`src/rtl/irq_sched_pkg.sv`:
```
// Shared types and helpers for the irq_sched27 interrupt front-end.
package irq_sched_pkg;

    localparam int NCH = 9;

    typedef enum logic [1:0] {
        GRP_NONE = 2'b00,
        GRP_A    = 2'b01,
        GRP_B    = 2'b10,
        GRP_C    = 2'b11
    } irq_grp_t;

    typedef enum logic [1:0] {
        IDLE    = 2'd0,
        PRESENT = 2'd1,
        SERVICE = 2'd2
    } irq_state_t;

    // One-hot mask selecting channel c, used to clear a single pending bit.
    function automatic logic [NCH-1:0] chan_onehot(input logic [3:0] c);
        chan_onehot = {{(NCH-1){1'b0}}, 1'b1} << c;
    endfunction

endpackage

```
`src/rtl/irq_prio9.sv`:
```
// Combinational 9-bit priority encoder: highest set bit index wins.
module irq_prio9
    import irq_sched_pkg::*;
(
    input  logic [NCH-1:0] vec,
    output logic           hit,
    output logic [3:0]     idx
);

    // Scan upward so the highest set index is the last one kept.
    always_comb begin
        hit = |vec;
        idx = 4'd0;
        for (int i = 0; i < NCH; i++) begin
            idx = vec[i] ? 4'(i) : idx;
        end
    end

endmodule

```
`src/rtl/irq_sched27.sv`:
```
// irq_sched27: edge capture, enable mask, fixed-priority arbitration and a
// present/service handshake for 27 interrupt channels (groups A, B, C).
// Optional build macro IRQ_AGING_EN: pending C is promoted above A and B
// after AGE_LIMIT consecutive A/B acks while C waits.
module irq_sched27
    import irq_sched_pkg::*;
#(
    parameter logic [8:0] EN_RESET  = 9'h1FF,
    parameter int         AGE_LIMIT = 8
) (
    input  logic       clk,
    input  logic       rst,
    input  logic [8:0] req_a,
    input  logic [8:0] req_b,
    input  logic [8:0] req_c,
    input  logic       cfg_we,
    input  logic [8:0] cfg_en,
    output logic       irq_valid,
    output logic [1:0] irq_grp,
    output logic [3:0] irq_chan,
    input  logic       irq_ack,
    input  logic       eoi,
    output logic       busy,
    output logic       pend_any
);

    localparam logic [1:0] ST_IDLE    = IDLE;
    localparam logic [1:0] ST_PRESENT = PRESENT;
    localparam logic [1:0] ST_SERVICE = SERVICE;

    logic [NCH-1:0] req_a_q, req_b_q, req_c_q;
    logic [NCH-1:0] pend_a_q, pend_b_q, pend_c_q;
    logic [NCH-1:0] pend_a_d, pend_b_d, pend_c_d;
    logic [NCH-1:0] en_q, en_d;
    logic [1:0]     state_q, state_d;
    logic [1:0]     grp_q, grp_d;
    logic [3:0]     chan_q, chan_d;
    logic           valid_q, valid_d, busy_q, busy_d, pend_any_q, pend_any_d;

    logic [NCH-1:0] clr_a_s, clr_b_s, clr_c_s;
    logic           ack_s;
    logic           hit_a_s, hit_b_s, hit_c_s;
    logic [3:0]     idx_a_s, idx_b_s, idx_c_s;
    logic [1:0]     win_grp_s;
    logic [3:0]     win_chan_s;
    logic           age_sat_s;

    assign ack_s = (state_q == ST_PRESENT) && irq_ack;

    irq_prio9 u_prio_a (.vec(pend_a_q & en_q), .hit(hit_a_s), .idx(idx_a_s));
    irq_prio9 u_prio_b (.vec(pend_b_q & en_q), .hit(hit_b_s), .idx(idx_b_s));
    irq_prio9 u_prio_c (.vec(pend_c_q & en_q), .hit(hit_c_s), .idx(idx_c_s));

`ifdef IRQ_AGING_EN
    localparam int AGE_W = $clog2(AGE_LIMIT + 1);
    logic [AGE_W-1:0] age_q, age_d;

    assign age_sat_s = (age_q == AGE_W'(AGE_LIMIT));

    // Count A/B acks that bypass a waiting C; any C ack restarts the count.
    always_comb begin
        age_d = age_q;
        if (ack_s) begin
            if (grp_q == GRP_C) begin
                age_d = {AGE_W{1'b0}};
            end else if (hit_c_s && !age_sat_s) begin
                age_d = age_q + AGE_W'(1);
            end else begin
                age_d = age_q;
            end
        end else begin
            age_d = age_q;
        end
    end

    // Age counter register.
    always_ff @(posedge clk) begin
        if (rst) begin
            age_q <= {AGE_W{1'b0}};
        end else begin
            age_q <= age_d;
        end
    end
`else
    localparam int unused_age_limit = AGE_LIMIT;
    assign age_sat_s = 1'b0;
`endif

    // Winner select: an aged C first, then A > B > C.
    always_comb begin
        win_grp_s  = GRP_NONE;
        win_chan_s = 4'd0;
        if (age_sat_s && hit_c_s) begin
            win_grp_s  = GRP_C;
            win_chan_s = idx_c_s;
        end else if (hit_a_s) begin
            win_grp_s  = GRP_A;
            win_chan_s = idx_a_s;
        end else if (hit_b_s) begin
            win_grp_s  = GRP_B;
            win_chan_s = idx_b_s;
        end else if (hit_c_s) begin
            win_grp_s  = GRP_C;
            win_chan_s = idx_c_s;
        end else begin
            win_grp_s  = GRP_NONE;
            win_chan_s = 4'd0;
        end
    end

    // Pending update: clear the acked winner, new enabled edges win over the clear.
    always_comb begin
        clr_a_s = {NCH{1'b0}};
        clr_b_s = {NCH{1'b0}};
        clr_c_s = {NCH{1'b0}};
        if (ack_s) begin
            case (grp_q)
                GRP_A:   clr_a_s = chan_onehot(chan_q);
                GRP_B:   clr_b_s = chan_onehot(chan_q);
                GRP_C:   clr_c_s = chan_onehot(chan_q);
                default: clr_a_s = {NCH{1'b0}};
            endcase
        end else begin
            clr_a_s = {NCH{1'b0}};
        end
        pend_a_d   = (pend_a_q & ~clr_a_s) | (req_a & ~req_a_q & en_q);
        pend_b_d   = (pend_b_q & ~clr_b_s) | (req_b & ~req_b_q & en_q);
        pend_c_d   = (pend_c_q & ~clr_c_s) | (req_c & ~req_c_q & en_q);
        en_d       = cfg_we ? cfg_en : en_q;
        pend_any_d = |((pend_a_q | pend_b_q | pend_c_q) & en_q);
    end

    // Handshake FSM: IDLE picks a winner, PRESENT waits for ack, SERVICE for eoi.
    always_comb begin
        state_d = state_q;
        grp_d   = grp_q;
        chan_d  = chan_q;
        case (state_q)
            ST_IDLE: begin
                if (win_grp_s != GRP_NONE) begin
                    state_d = ST_PRESENT;
                    grp_d   = win_grp_s;
                    chan_d  = win_chan_s;
                end else begin
                    state_d = ST_IDLE;
                end
            end
            ST_PRESENT: begin
                if (irq_ack) begin
                    state_d = ST_SERVICE;
                end else begin
                    state_d = ST_PRESENT;
                end
            end
            ST_SERVICE: begin
                if (eoi) begin
                    state_d = ST_IDLE;
                    grp_d   = GRP_NONE;
                end else begin
                    state_d = ST_SERVICE;
                end
            end
            default: begin
                state_d = ST_IDLE;
                grp_d   = GRP_NONE;
            end
        endcase
        valid_d = (state_d == ST_PRESENT);
        busy_d  = (state_d == ST_SERVICE);
    end

    // State, capture and output registers.
    always_ff @(posedge clk) begin
        if (rst) begin
            req_a_q    <= {NCH{1'b0}};
            req_b_q    <= {NCH{1'b0}};
            req_c_q    <= {NCH{1'b0}};
            pend_a_q   <= {NCH{1'b0}};
            pend_b_q   <= {NCH{1'b0}};
            pend_c_q   <= {NCH{1'b0}};
            en_q       <= EN_RESET;
            state_q    <= ST_IDLE;
            grp_q      <= GRP_NONE;
            chan_q     <= 4'd0;
            valid_q    <= 1'b0;
            busy_q     <= 1'b0;
            pend_any_q <= 1'b0;
        end else begin
            req_a_q    <= req_a;
            req_b_q    <= req_b;
            req_c_q    <= req_c;
            pend_a_q   <= pend_a_d;
            pend_b_q   <= pend_b_d;
            pend_c_q   <= pend_c_d;
            en_q       <= en_d;
            state_q    <= state_d;
            grp_q      <= grp_d;
            chan_q     <= chan_d;
            valid_q    <= valid_d;
            busy_q     <= busy_d;
            pend_any_q <= pend_any_d;
        end
    end

    assign irq_valid = valid_q;
    assign irq_grp   = grp_q;
    assign irq_chan  = chan_q;
    assign busy      = busy_q;
    assign pend_any  = pend_any_q;

endmodule

```
`config.mk`:
```
export PLATFORM = sky130hd
export DESIGN_NAME = irq_sched27
export DESIGN_NICKNAME = d
export VERILOG_FILES = /design/src/rtl/irq_sched_pkg.sv /design/src/rtl/irq_prio9.sv /design/src/rtl/irq_sched27.sv
export SDC_FILE = /design/constraint.sdc
export NUM_CORES = 1
export LEC_CHECK = 0
export BUFFER_PORTS_ARGS = -buffer_cell sky130_fd_sc_hd__buf_2
export CAP_MARGIN = 40
export CELL_PAD_IN_SITES_DETAIL_PLACEMENT = 0
export CELL_PAD_IN_SITES_GLOBAL_PLACEMENT = 1
export CORE_MARGIN = 10
export CORE_UTILIZATION = 38
export CTS_CLUSTER_DIAMETER = 120
export DETAILED_ROUTE_END_ITERATION = 8
export PLACE_DENSITY = 0.74
export SYNTH_ARGS = -nofsm -noshare
export SYNTH_HDL_FRONTEND = slang
export SYNTH_SLANG_ARGS = --single-unit
```
`constraint.sdc`:
```
create_clock -name clk -period 1.85 [get_ports clk]
set_clock_uncertainty 0.1 [all_clocks]
set_input_delay 0.185 -clock clk [delete_from_list [all_inputs] [get_ports clk]]
set_output_delay 0.185 -clock clk [all_outputs]
set_load 0.1 [all_outputs]
```
# After elaboration in Yosys (flattened, before gate mapping)
# Index checks and enable logic that the tools add are counted.
totals:
  register_bits: 74
  latch_bits: 0
  ramBits: 0
  mem_bits_ro: 0
  input_bits: 41
  output_inout_bits: 9
  wordCells: 100
  memories: 0
classes:
  add_sub_neg: 0
  mul: 0
  div_mod_pow: 0
  n_lt_le_gt_ge: 0
  eq_ne: 9
  shifts: 1
  muxes: 43
  bitwise: 25
  reduce_logical: 9
ops:
  columns: ["operator", "count"]
  rows:
  - ["bitwise AND 9 bit", 13]
  - ["two-way mux 4 bit", 24]
  - ["two-way mux 9 bit", 6]
  - ["inverter 9 bit", 6]
  - ["OR 9 bit", 5]
  - ["OR reduction 9 bit", 4]
  - ["two-way mux 2 bit", 7]
  - ["one-hot mux 2 bit (3 select lines)", 2]
  - ["left shift 1 x 4 -> 9 bit, first input constant", 1]
  - ["equality test 2 bit, second input constant", 4]
  - ["equality test 2 x 1 -> 1 bit, second input constant", 3]
  - ["two-way mux 1 bit", 4]
  - ["inequality test 2 bit, second input constant", 2]
  - ["AND reduction 3 bit", 1]
  - ["logical NOT 2 bit", 1]
  - ["AND reduction 2 bit", 1]
  - ["nonzero test 2 bit", 1]
  - ["logical AND 1 bit", 1]
  - ["inverter 1 bit", 1]

# Longest topological paths before layout
logic_depth:
  word_depth: 12
  mapped_depth: 7
  depth_no_buf: 6

# By module
# A second synthesis with hierarchy kept.
hier_totals:
  cells_unflattened: 353
  hier_area_um2: 3125.5
by_module_without_submodules:
  columns: ["module", "n_inst", "cells_per_inst", "area_per_inst_um2", "seq_area_each_um2"]
  rows:
  - ["irq_sched27", 1, 311, 2892.8, 1481.4]
  - ["irq_prio9", 3, 14, 77.6, 0.0]

# Worst setup path after synthesis
# No wires, ideal clock.
synth_path:
  path_type: "reg2reg"
  start: "reg en_q[1]"
  end: "reg chan_q[3], in the netlist irq_chan[3]"
  setup_ns: 0.066
  t_arrival_ns: 1.864
  required_time_ns: 1.684
  setup_slack_ns: -0.180
  path_stages_with_launch: 8
  n_path_buf: 1
  synth_period_minus_slack_ns: 2.030
  cell_sequence: "dfxtp_1 > buf_6 > a222oi_1 > nand2_1 > or4b_4 > o21a_4 > nand2b_4 > a21oi_2"
synth_between:
  elab_chain_len: 7
  word_cells_on_any_way: 14
  classes_between: "mux (6); bitwise (3); reduce/logical (5)"
synth_lines:
  columns: ["item", "line", "source"]
  rows:
  - ["start: declaration", "irq_sched27.sv:34", "logic [NCH-1:0] en_q, en_d;"]
  - ["start signal: assignment", "irq_sched27.sv:195", "en_q <= en_d;"]
  - ["bitwise AND 9 bit", "irq_sched27.sv:52", "irq_prio9 u_prio_c (.vec(pend_c_q & en_q), .hit(hit_c_s), .idx(idx_c_s));"]
  - ["OR reduction 9 bit", "irq_prio9.sv:12", "hit = |vec;"]
  - ["two-way mux 2 bit", "irq_sched27.sv:102", "end else if (hit_c_s) begin"]
  - ["two-way mux 2 bit", "irq_sched27.sv:99", "end else if (hit_b_s) begin"]
  - ["two-way mux 2 bit", "irq_sched27.sv:96", "end else if (hit_a_s) begin"]
  - ["nonzero test 2 bit", "irq_sched27.sv:140", "if (win_grp_s != GRP_NONE) begin"]
  - ["AND reduction 2 bit (no line)", null, null]
  - ["end signal: assignment", "irq_sched27.sv:198", "chan_q <= chan_d;"]
  - ["end: declaration", "irq_sched27.sv:37", "logic [3:0] chan_q, chan_d;"]
# Parallel ways exist; a longest one is shown, timed or not.
# A chain may end at the register's enable or synchronous reset.

# Worst setup path in the final report
layout_path:
  start: "reg en_q[6]"
  end: "reg chan_q[3], in the netlist irq_chan[3]"
layout_between:
  elab_chain_len: 7
  word_cells_on_any_way: 23
  classes_between: "mux (15); bitwise (3); reduce/logical (5)"
layout_lines:
  columns: ["item", "line"]
  rows:
  - ["bitwise AND 9 bit", "irq_sched27.sv:52"]
  - ["OR reduction 9 bit or two-way mux 4 bit (tied branches)", "irq_prio9.sv:12, irq_prio9.sv:15"]
  - ["two-way mux 2 bit or two-way mux 4 bit (tied branches)", "irq_sched27.sv:102, irq_prio9.sv:15"]
  - ["two-way mux 2 bit or two-way mux 4 bit (tied branches)", "irq_sched27.sv:99, irq_prio9.sv:15"]
  - ["two-way mux 2 bit or two-way mux 4 bit (tied branches)", "irq_sched27.sv:96, irq_sched27.sv:102"]
  - ["nonzero test 2 bit or two-way mux 4 bit (tied branches)", "irq_sched27.sv:140, irq_sched27.sv:99"]
  - ["AND reduction 2 bit (no line) or two-way mux 4 bit (tied branches)", null]
# Parallel ways exist; a longest one is shown, timed or not.

==> flow_summary.toml <==
[worst_setup_path]
slowest_stage = "or4b_4"
path_max_fanout = 8
startpoint_type = "flip-flop"
max_stage_delay_ns = 0.58
cp_top_family = "simple AND/OR/NAND/NOR gates"
crit_arrival_ns = 2.17
worstSetupEndpointType = "flip-flop"
critPathKind = "reg2reg"
critPathBufInv = 0
worstPathRequired_ns = 2.03
crit_chain = "a22oi_2 -> nand4_1 -> or4b_4 -> o21a_4 -> nand2b_4 -> a21oi_2"

[drt]
viasPerCell = 5.09
wirelength_um = 8860
routedWlPerCell_um = 15.9
drtIter0Drc = 143
drc = 0
vias = 2829
dr.pass1.iters = 5
ant_nets = 0

[pwr]
ir_drop_v = 0.000398
powerDensity_nw_per_um2 = 885
leakagePower_nw = 1.75

[grt]
grt_pass1_wl_um = 14400
grt.total_usage_pct = 15.5
grt_pass1_vias = 2880
grt_max_degree = 26
overflow = 0
antenna_found_initial = 0

[synth]
syn_inst = 325
yosys_warnings = 0
synth-edff-count = 0
ys_seq_area_share_pct = 48.7
syn_avg_cell_area_um2 = 9.35
synth.top_cell.area_share_pct = 48.7
ys_types = 39
synthTopCellsByArea = "dfxtp_1 (49%), nand3b_1 (7.4%), nor2b_1 (6.4%)"
synth_area_leader_cell = "dfxtp_1"
synth_seq_cells = 74
netlist_area_um2 = 3040
synthesis.nets = 366
ys_async_sr_fraction_pct = 0
synth-main-ff-cell = "dfxtp_1"

[status]
violations = "negative setup slack"
outcome = "finished with violations"

[place]
io_buffers = 49
place_hpwl_um = 6430
gp_congestion = 0.878
placed_area_um2 = 3640

[final_layout]
fin_area_um2 = 4230
multiInputGateArea_um2 = 1480
layout_commonest_cell = "dfxtp_1"
antenna_cells = 0
seqCellArea_um2 = 1490
nNetsFinal = 493
drive_gt1_share_pct = 29.1
syn2layout_area_growth_pct = 39.1
layout_common_cells = "dfxtp_1 (69), buf_2 (49), buf_4 (47), nand2_1 (36), dlygate4sd3_1 (36)"
fill_cells = 755

[sta]
drv_slew = 0
rsz0062_at_grt = "yes"
worst_slack_ns = -0.139
hold_viol_final = 0
period_needed_ns = 1.99
slew_headroom_pct = 67.2
whs_ns = 0.0714
min_period_over_period_pct = 108
tightest_slew_ns = 0.495
setup_viol = 7
fmax_ghz = 0.503

[cts]
cts_tree = "yes"
clk_pin_slew_worst_paths_ns = 0.07
cts_root_buf = "clkbuf_8"
clock_latency_ns = 0.34
cts_buffers = 9
clock-sinks = 74
htreeDepth = 3
clockBufferDepth = 2

[floorplanning]
coreArea_um2 = 7770
die_w_um = 109
pin_count = 50
start_util_pct = 39.1
die_area_um2 = 12000
rows = 32
die_h_um = 109

[min_path]
hold_path_class = "in2reg"

[run]
cap_violations = 0
## final timing paths
| check | startpoint | endpoint | slack [ns] | cells after the start |
|---|---|---|---|---|
| setup / recovery | en_q[6] | irq_chan[3] | -0.14 | 6 |
| hold reg to reg | pend_c_q[7] | pend_c_q[7] | 0.39 | 2 |
| setup reg to reg | en_q[6] | irq_chan[3] | -0.14 | 6 |
| hold / removal | irq_ack | state_q[0] | 0.07 | 3 |
## power breakdown
part           switching, W  internal, W
Clock              0.000536     0.000540
Combinational      0.000485     0.000375
Sequential        0.0000941      0.00171
Total               0.00111      0.00263
## sequential cells by signal (all words and copies together), names as in the netlist
register and count:
req_a_q 9, pend_any 1, pend_b_q 9, pend_a_q 9, busy 1, pend_c_q 9
req_b_q 9, irq_valid 1, en_q 9, req_c_q 9, irq_chan 4, state_q 2
irq_grp 2
## layout make-up
| cell class | count | share of cell area, % |
|---|---|---|
| clock buffers | 13 | 3.76 |
| inverters | 2 | 0.178 |
| multi-input cells | 232 | 34.9 |
| flip-flops and latches | 74 | 35.2 |
| well taps | 102 | 3.02 |
| repair buffers | 133 | 22.9 |
## layer usage
layer	GRT usage [%]	part of all wire, %	vias up
met2	23.6	44	80
met3	4.21	6.7	14
li1	-	-	1426
met1	20.5	47	1309
met5	0	0	-
met4	5.67	2.2	0
## Yosys cell counts (2+ instances only)
cell and number:
dfxtp_1 74, nand2_1 37, o21ai_0 35, nor2b_1 31
a21oi_1 30, nand3b_1 30, nor2_1 11, mux2i_1 9
clkbuf_1 7, a22oi_1 6, nand3_1 6, a22oi_2 4
a31oi_1 4, buf_2 4, a32o_1 3, a32oi_1 3
clkbuf_8 3, a221oi_1 2, buf_6 2, inv_1 2
o211ai_1 2, o311a_2 2, o31ai_1 2
## cell families after synthesis
family	synth area share (%)
muxes	2.96
and+or+nand+nor	22.8
DFF	48.7
buffers and inverters	4.12
AOI/OAI and AO/OA	21.3
## tightest hold or removal path: stages
cell	delay (ns)
buf_2	0.07
nand2_1	0.09
o311a_4	0.13
## through the flow
step / cells / setup TNS, ns / total power [W] / utilization, % / setup WS (ns)
6_report: 556 / -0.770 / 0.00374 / 54.4 / -0.139
5_1_grt: 556 / -1.75 / 0.00394 / 54.4 / -0.282
4_1_cts: 556 / -0.829 / 0.00376 / 53.9 / -0.150
3_5_place_dp: 505 / -0.983 / 0.00261 / 46.9 / -0.196
3_3_place_gp: 505 / -0.984 / 0.00261 / 46.9 / -0.182
2_1_floorplan: 325 / -0.752 / 0.00232 / - / -0.175
## timing repair
| action | 4_1_cts | 5_1_grt |
|---|---|---|
| endpoints found under the setup margin | 8 | 9 |
| hold buffers | 36 | 0 |
| setup buffers | 2 | 0 |
| hold endpoints to repair | 38 | 0 |
| pin swaps | 6 | 5 |
| gates resized for setup | 4 | 12 |
(Power assumes the default switching activity.)
